### config.mk
export PLATFORM = sky130hd
export DESIGN_NAME = gt_link_ctrl
export DESIGN_NICKNAME = d
export VERILOG_FILES = /design/src/rtl/gt_link_pkg.sv /design/src/rtl/gt_sync_bit.sv /design/src/rtl/gt_link_ctrl.sv
export SDC_FILE = /design/constraint.sdc
export NUM_CORES = 1
export LEC_CHECK = 0
export ABC_AREA = 1
export CAP_MARGIN = 30
export CORE_MARGIN = 2
export CORE_UTILIZATION = 50
export DETAILED_ROUTE_END_ITERATION = 6
export PLACE_DENSITY = 0.71
export SLEW_MARGIN = 20
export SYNTH_ARGS = -nofsm -noshare
export SYNTH_HDL_FRONTEND = slang
export SYNTH_HIERARCHICAL = 1
export SYNTH_SLANG_ARGS = --single-unit
### constraint.sdc
create_clock -name i_sysclk -period 4.2 [get_ports i_sysclk]
set_clock_uncertainty 0.05 [all_clocks]
set_input_delay 0.84 -clock i_sysclk [delete_from_list [all_inputs] [get_ports i_sysclk]]
set_output_delay 0.84 -clock i_sysclk [all_outputs]
set_load 0.01 [all_outputs]
### src/rtl/gt_link_pkg.sv
// Shared definitions for the GT link bring-up sequencer.
// Contents:
//   state_e          - 4-bit state encoding, ST_IDLE (0) .. ST_FAIL (8)
//   GT_DEF_*         - default parameter values, shared with the bench
//   gt_sat_inc4      - 4-bit saturating increment
package gt_link_pkg;

  typedef enum logic [3:0] {
    ST_IDLE     = 4'd0,
    ST_WAIT_PLL = 4'd1,
    ST_TX_RST   = 4'd2,
    ST_TX_WAIT  = 4'd3,
    ST_RX_RST   = 4'd4,
    ST_RX_WAIT  = 4'd5,
    ST_ALIGN    = 4'd6,
    ST_LINK_UP  = 4'd7,
    ST_FAIL     = 4'd8
  } state_e;

  localparam int unsigned GT_DEF_RST_HOLD_CYC     = 32;
  localparam int unsigned GT_DEF_TIMEOUT_CYC      = 1048576;
  localparam int unsigned GT_DEF_TIMER_W          = 21;
  localparam int unsigned GT_DEF_ALIGN_STABLE_CYC = 1024;
  localparam int unsigned GT_DEF_LOSS_CYC         = 8;
  localparam int unsigned GT_DEF_MAX_RETRY        = 7;
  localparam bit          GT_DEF_POL_FLIP_EN      = 1'b1;

  function automatic logic [3:0] gt_sat_inc4(input logic [3:0] i_v);
    return (i_v == 4'hF) ? i_v : i_v + 4'd1;
  endfunction

endpackage

### src/rtl/gt_sync_bit.sv
// Two-flop synchronizer for a single asynchronous level.
// Ports:
//   i_clk - destination clock
//   i_rst - asynchronous active-high reset, flops load RST_VAL
//   i_d   - asynchronous input
//   o_q   - synchronized output, two i_clk cycles behind i_d
module gt_sync_bit #(
  parameter logic RST_VAL = 1'b0
) (
  input  logic i_clk,
  input  logic i_rst,
  input  logic i_d,
  output logic o_q
);

  logic r_meta;
  logic r_sync;

  always_ff @(posedge i_clk or posedge i_rst) begin
    if (i_rst) begin
      r_meta <= RST_VAL;
      r_sync <= RST_VAL;
    end else begin
      r_meta <= i_d;
      r_sync <= r_meta;
    end
  end

  assign o_q = r_sync;

endmodule

### src/rtl/gt_link_ctrl.sv
// Link bring-up and recovery sequencer for one GT channel (i_sysclk domain).
// Ports:
//   i_sysclk, i_rst      - free-running clock, async active-high reset
//   i_enable             - level: high brings up and holds the link
//   i_qplllock, i_tx_done, i_rx_done, i_rx_byte_align - async status, synchronized here
//   o_tx_rst, o_rx_rst   - channel soft resets
//   o_rx_polarity        - RX polarity select, flipped on ALIGN timeouts
//   o_link_up, o_fail    - link usable / retries exhausted
//   o_state, o_retry_cnt - debug state encoding and timeouts since last link-up
module gt_link_ctrl
  import gt_link_pkg::*;
#(
  parameter int unsigned RST_HOLD_CYC     = GT_DEF_RST_HOLD_CYC,
  parameter int unsigned TIMEOUT_CYC      = GT_DEF_TIMEOUT_CYC,
  parameter int unsigned TIMER_W          = GT_DEF_TIMER_W,
  parameter int unsigned ALIGN_STABLE_CYC = GT_DEF_ALIGN_STABLE_CYC,
  parameter int unsigned LOSS_CYC         = GT_DEF_LOSS_CYC,
  parameter int unsigned MAX_RETRY        = GT_DEF_MAX_RETRY,
  parameter bit          POL_FLIP_EN      = GT_DEF_POL_FLIP_EN
) (
  input  logic       i_sysclk,
  input  logic       i_rst,
  input  logic       i_enable,
  input  logic       i_qplllock,
  input  logic       i_tx_done,
  input  logic       i_rx_done,
  input  logic       i_rx_byte_align,
  output logic       o_tx_rst,
  output logic       o_rx_rst,
  output logic       o_rx_polarity,
  output logic       o_link_up,
  output logic       o_fail,
  output logic [3:0] o_state,
  output logic [3:0] o_retry_cnt
);

  logic w_pll_s;
  logic w_txd_s;
  logic w_rxd_s;
  logic w_aln_s;

  gt_sync_bit #(.RST_VAL(1'b0)) u_sync_pll (
    .i_clk(i_sysclk), .i_rst(i_rst), .i_d(i_qplllock), .o_q(w_pll_s)
  );
  gt_sync_bit #(.RST_VAL(1'b0)) u_sync_txd (
    .i_clk(i_sysclk), .i_rst(i_rst), .i_d(i_tx_done), .o_q(w_txd_s)
  );
  gt_sync_bit #(.RST_VAL(1'b0)) u_sync_rxd (
    .i_clk(i_sysclk), .i_rst(i_rst), .i_d(i_rx_done), .o_q(w_rxd_s)
  );
  gt_sync_bit #(.RST_VAL(1'b0)) u_sync_aln (
    .i_clk(i_sysclk), .i_rst(i_rst), .i_d(i_rx_byte_align), .o_q(w_aln_s)
  );

  state_e             r_state;
  logic [TIMER_W-1:0] r_timer;
  logic [TIMER_W-1:0] r_stable;
  logic [TIMER_W-1:0] r_loss;
  logic [3:0]         r_retry_cnt;
  logic               r_tx_rst;
  logic               r_rx_rst;
  logic               r_rx_pol;
  logic               r_link_up;
  logic               r_fail;

  state_e     w_nxt;
  logic       w_wait_st;
  logic       w_timeout;
  logic       w_pll_lost;
  logic       w_hold_done;
  logic       w_loss;
  logic       w_retry;
  logic       w_pol_flip;
  logic [3:0] w_retry_inc;

  assign w_wait_st = (r_state == ST_WAIT_PLL) || (r_state == ST_TX_WAIT) ||
                     (r_state == ST_RX_WAIT)  || (r_state == ST_ALIGN);
  assign w_timeout   = w_wait_st && (r_timer == TIMER_W'(TIMEOUT_CYC - 1));
  assign w_hold_done = (r_timer == TIMER_W'(RST_HOLD_CYC - 1));
  assign w_pll_lost  = !w_pll_s && (r_state >= ST_TX_RST) && (r_state <= ST_LINK_UP);
  // Loss fires on the LOSS_CYC-th consecutive unaligned cycle itself.
  assign w_loss      = (r_state == ST_LINK_UP) && !w_aln_s &&
                       (r_loss == TIMER_W'(LOSS_CYC - 1));
  assign w_retry_inc = gt_sat_inc4(r_retry_cnt);

  always_comb begin
    w_nxt      = r_state;
    w_retry    = 1'b0;
    w_pol_flip = 1'b0;
    if (!i_enable) begin
      w_nxt = ST_IDLE;
    end else if (w_pll_lost) begin
      w_nxt = ST_WAIT_PLL;
    end else begin
      // Success checks come before the timeout so success wins a tie.
      unique case (r_state)
        ST_IDLE:     w_nxt = ST_WAIT_PLL;
        ST_WAIT_PLL: if (w_pll_s) w_nxt = ST_TX_RST; else w_retry = w_timeout;
        ST_TX_RST:   if (w_hold_done) w_nxt = ST_TX_WAIT;
        ST_TX_WAIT:  if (w_txd_s) w_nxt = ST_RX_RST; else w_retry = w_timeout;
        ST_RX_RST:   if (w_hold_done) w_nxt = ST_RX_WAIT;
        ST_RX_WAIT:  if (w_rxd_s) w_nxt = ST_ALIGN; else w_retry = w_timeout;
        ST_ALIGN: begin
          if (r_stable == TIMER_W'(ALIGN_STABLE_CYC)) w_nxt = ST_LINK_UP;
          else w_retry = w_timeout;
        end
        ST_LINK_UP:  if (w_loss) w_nxt = ST_RX_RST;
        ST_FAIL:     w_nxt = ST_FAIL;
        default:     w_nxt = ST_IDLE;
      endcase
      if (w_retry) begin
        if (w_retry_inc == 4'(MAX_RETRY)) begin
          w_nxt = ST_FAIL;
        end else if (r_state == ST_ALIGN) begin
          w_nxt      = ST_RX_RST;
          w_pol_flip = POL_FLIP_EN;
        end else begin
          w_nxt = ST_TX_RST;
        end
      end
    end
  end

  // Outputs are decoded from the next state so they change on the same edge as r_state.
  always_ff @(posedge i_sysclk or posedge i_rst) begin
    if (i_rst) begin
      r_state     <= ST_IDLE;
      r_timer     <= '0;
      r_stable    <= '0;
      r_loss      <= '0;
      r_retry_cnt <= 4'd0;
      r_tx_rst    <= 1'b1;
      r_rx_rst    <= 1'b1;
      r_rx_pol    <= 1'b0;
      r_link_up   <= 1'b0;
      r_fail      <= 1'b0;
    end else begin
      r_state <= w_nxt;

      if (w_nxt != r_state) r_timer <= '0;
      else if (!(&r_timer)) r_timer <= r_timer + TIMER_W'(1);

      if ((r_state == ST_ALIGN) && (w_nxt == ST_ALIGN) && w_aln_s) begin
        r_stable <= r_stable + TIMER_W'(1);
      end else begin
        r_stable <= '0;
      end

      if ((r_state == ST_LINK_UP) && (w_nxt == ST_LINK_UP) && !w_aln_s) begin
        r_loss <= r_loss + TIMER_W'(1);
      end else begin
        r_loss <= '0;
      end

      if (w_retry) r_retry_cnt <= w_retry_inc;
      else if ((w_nxt == ST_IDLE) || (w_nxt == ST_LINK_UP)) r_retry_cnt <= 4'd0;

      if (w_pol_flip) r_rx_pol <= ~r_rx_pol;

      r_link_up <= (w_nxt == ST_LINK_UP);
      r_fail    <= (w_nxt == ST_FAIL);
      unique case (w_nxt)
        ST_TX_WAIT, ST_RX_RST:             begin r_tx_rst <= 1'b0; r_rx_rst <= 1'b1; end
        ST_RX_WAIT, ST_ALIGN, ST_LINK_UP:  begin r_tx_rst <= 1'b0; r_rx_rst <= 1'b0; end
        default:                           begin r_tx_rst <= 1'b1; r_rx_rst <= 1'b1; end
      endcase
    end
  end

  assign o_state       = r_state;
  assign o_retry_cnt   = r_retry_cnt;
  assign o_tx_rst      = r_tx_rst;
  assign o_rx_rst      = r_rx_rst;
  assign o_rx_polarity = r_rx_pol;
  assign o_link_up     = r_link_up;
  assign o_fail        = r_fail;

endmodule

==> qor.csv <==
stage;metric;value;unit
timing;tns;0;ns
placed_design;finalWeightedCongestion;0.921;
power;power.total;0.00158;W
global_routing;global_route_wire_length_before_repair;15100;um
worst_setup_path;critPathRequiredTime;4.37;ns
clock_network;cts-resized-gates;0;
synth;avgSynthCellArea;8.24;um2
routing;vias;3550;
power;power.density_cell_area;306;nW/um2
floorplan;fp.dieArea;10200;um2
clock_network;worst_skew_pair.late_latency;0.35;ns
synth;post_synthesis_instance_area;4690;um2
power;vdd.ir_drop.worst;0.224;mV
floorplan;die_w;101;um
timing;relSlewSlack;57.6;%
clock_network;tritoncts;yes;
job;cap_violations;0;
min_path;worst_hold_path.num_cells;0;
cells_and_area;drive_above_1_share;14.1;%
run_status;result_of_the_run;completed;
routing;drt_pass1_iterations;5;
routing;post-route-drc-count;0;
floorplan;core_region_area;9150;um2
cells_and_area;num_antenna_cells;0;
routing;drt-vias-per-instance;4.99;
routing;met2_length;3960;um
placed_design;place.detailed.hpwl;6260;um
routing;detail_route.wirelength;8470;um
routing;wl_per_cell;11.9;um
global_routing;grt_antenna_before_repair;0;
timing;final-hold-violation-count;0;
placed_design;io_buffer_count;19;
routing;ant_nets;0;
global_routing;grt_start_max_net_pins;57;
cells_and_area;design.final.nets;608;
clock_network;cts_setup_buffers;0;
synth;syn-num-nets;581;
timing;layout_worst_path_cycle_share;67.8;%
min_path;worstHoldPathType;reg2reg;
clock_network;cts-root-buf;clkbuf_8;
floorplan;floorplan.rows;35;
worst_setup_path;cp_max_fo;21;
floorplan;boundaryPins;20;
synth;post_synth_inst_count;569;
synth;seq_total_area_yosys;44.9;%
clock_network;clock_sink_count;84;
global_routing;track_usage;18.5;%
worst_setup_path;critical_path_arrival;3.02;ns
synth;synth_cell_type_count;33;
cells_and_area;layout_commonest_cell;nand2_1;
clock_network;cts-root-to-sink-buffers;2;
worst_setup_path;worst-r2r-cell-count;13;
worst_setup_path;rrSetupSlack;1.56;ns
clock_network;cts_inserted_buffers;9;
clock_network;ctsHoldBuffers;0;
timing;finalCriticalPeriod;2.85;ns
global_routing;grt_overflow;0;
routing;detailroute.wirelength.met3;211;um
timing;grt_setup_unrepaired;no;
power;leakagePower;2.26;nW
routing;drtIter0Drc;129;
worst_setup_path;timing.setup.critical_path_class;in2reg;
synth;count_of_synthesis_stage_warnings_from_yosys;6;
synth;ys_seq_elements;84;
floorplan;die_height;101;um
worst_setup_path;critPathCaptureType;flip-flop;
timing;max_slew.worst_pin.slew;0.634;ns
cells_and_area;layout_common_cells;nand2_1, nor2_1, dfrtp_1;
cells_and_area;area_growth_syn_to_layout;10.2;%
clock_network;clk_transition_reported_paths;0.08;ns
worst_setup_path;critical_path.startpoint_type;primary input;
timing;finalMaxSlewViolations;0;
routing;detail_route.wirelength.met1;4240;um
clock_network;htree_levels;3;
timing;setup_violations;0;
floorplan;initial_utilization;51.2;%
routing;topmost_layer_with_routed_signal_wires;met4;
global_routing;number_of_global_route_vias_before_repair;3419;
timing;upper_clock_frequency_limit;351;MHz
[synthesized netlist by cell type]
cell type | count | area share (%)
nor4_1 | 2 | 0.27
ha_1 | 5 | 1.3
nand3_2 | 4 | 0.85
nor2_2 | 29 | 3.9
nor3b_1 | 1 | 0.16
or2_1 | 1 | 0.13
nand4_1 | 15 | 2.0
buf_12 | 1 | 0.43
nor2_4 | 14 | 3.4
inv_2 | 5 | 0.40
inv_4 | 1 | 0.13
nor3_1 | 18 | 1.9
and3_1 | 3 | 0.40
dfrtp_1 | 82 | 44
o21bai_1 | 2 | 0.32
a21oi_1 | 8 | 0.85
buf_6 | 3 | 0.72
inv_1 | 66 | 5.3
xor2_1 | 26 | 4.9
xnor2_1 | 13 | 2.4
nor3_4 | 1 | 0.35
o21ai_0 | 8 | 0.85
o32ai_1 | 1 | 0.19
nand2_4 | 4 | 0.96
nand3_1 | 34 | 3.6
or2_2 | 1 | 0.13
nand2_1 | 109 | 8.7
nand2_2 | 5 | 0.67
dfstp_2 | 2 | 1.1
nor2_1 | 97 | 7.8
a31oi_1 | 1 | 0.13
nand4_4 | 3 | 1.4
nand3b_1 | 4 | 0.64
[critical path, stage by stage]
cell and delay [ns]:
clkdlybuf4s50_1 0.61, inv_1 0.08, nor2_2 0.37, nand3_2 0.16, nand2_4 0.15, xor2_1 0.19
nor2_2 0.06, nand2_2 0.47, nor2_1 0.08
[report_power, final]
part / leakage [nW] / internal [W] / switching (W)
logic: 1.01 / 0.0000601 / 0.000135
registers: 1.14 / 0.000828 / 0.0000207
clock network: 0.0965 / 0.000262 / 0.000272
total: 2.26 / 0.00115 / 0.000428
[area by class of cell]
| class | count | area [um2] |
|---|---|---|
| repair buffers | 20 | 210 |
| clock buffers | 14 | 173 |
| fillers | 830 | 3990 |
| well taps | 111 | 139 |
| inverters | 72 | 273 |
| flip-flops and latches | 84 | 2100 |
| clock inverters | 2 | 10.0 |
| multi-input cells | 409 | 2260 |
[stage by stage]
step	hold slack, ns	cell area, um2	setup WS [ns]	cells	util, %
5_1_grt	0.317	5170	1.23	712	56.5
4_1_cts	0.306	5170	1.34	712	56.5
6_report	0.304	5170	1.35	712	56.5
2_1_floorplan	0.281	4690	1.37	569	-
3_3_place_gp	0.283	4980	1.02	696	54.5
3_5_place_dp	0.286	4980	0.943	696	54.5
[logic make-up (layout without fill, tap and decap cells)]
group | after synthesis | in the layout | share of synthesized area, %
adder cells (fa/ha/maj) | 5 | 5 | 1.33
AO/OA/AOI/OAI | 20 | 20 | 2.35
buffers and inverters | 76 | 108 | 6.96
AND/OR/NAND/NOR | 345 | 345 | 37.2
XOR/XNOR | 39 | 39 | 7.28
flip-flops | 84 | 84 | 44.9
[state kept, by name, summed over array words and instances, names as in the netlist, 4 cells and up]
signal and cells:
r_loss 21, r_stable 21, r_timer 21, o_retry_cnt 4, o_state 4
[routing by layer]
metal  GRT usage [%]  vias to the layer above
li1                -                     1838
met1            25.0                     1668
met2            30.4                       38
met3            4.02                        6
met4            4.85                        0
met5               0                        -
[worst paths after layout]
kind                                        start                 to
worst max-delay path                     i_enable        r_timer[19]
worst min-delay path            u_sync_aln/r_meta     u_sync_aln/o_q
worst max register to register     o_retry_cnt[0]        r_timer[19]
worst min register to register  u_sync_aln/r_meta     u_sync_aln/o_q
max in group asynchronous                   i_rst           o_rx_rst
min in group asynchronous                   i_rst  u_sync_aln/r_meta
Note: power is estimated with default switching activity, not from simulation.
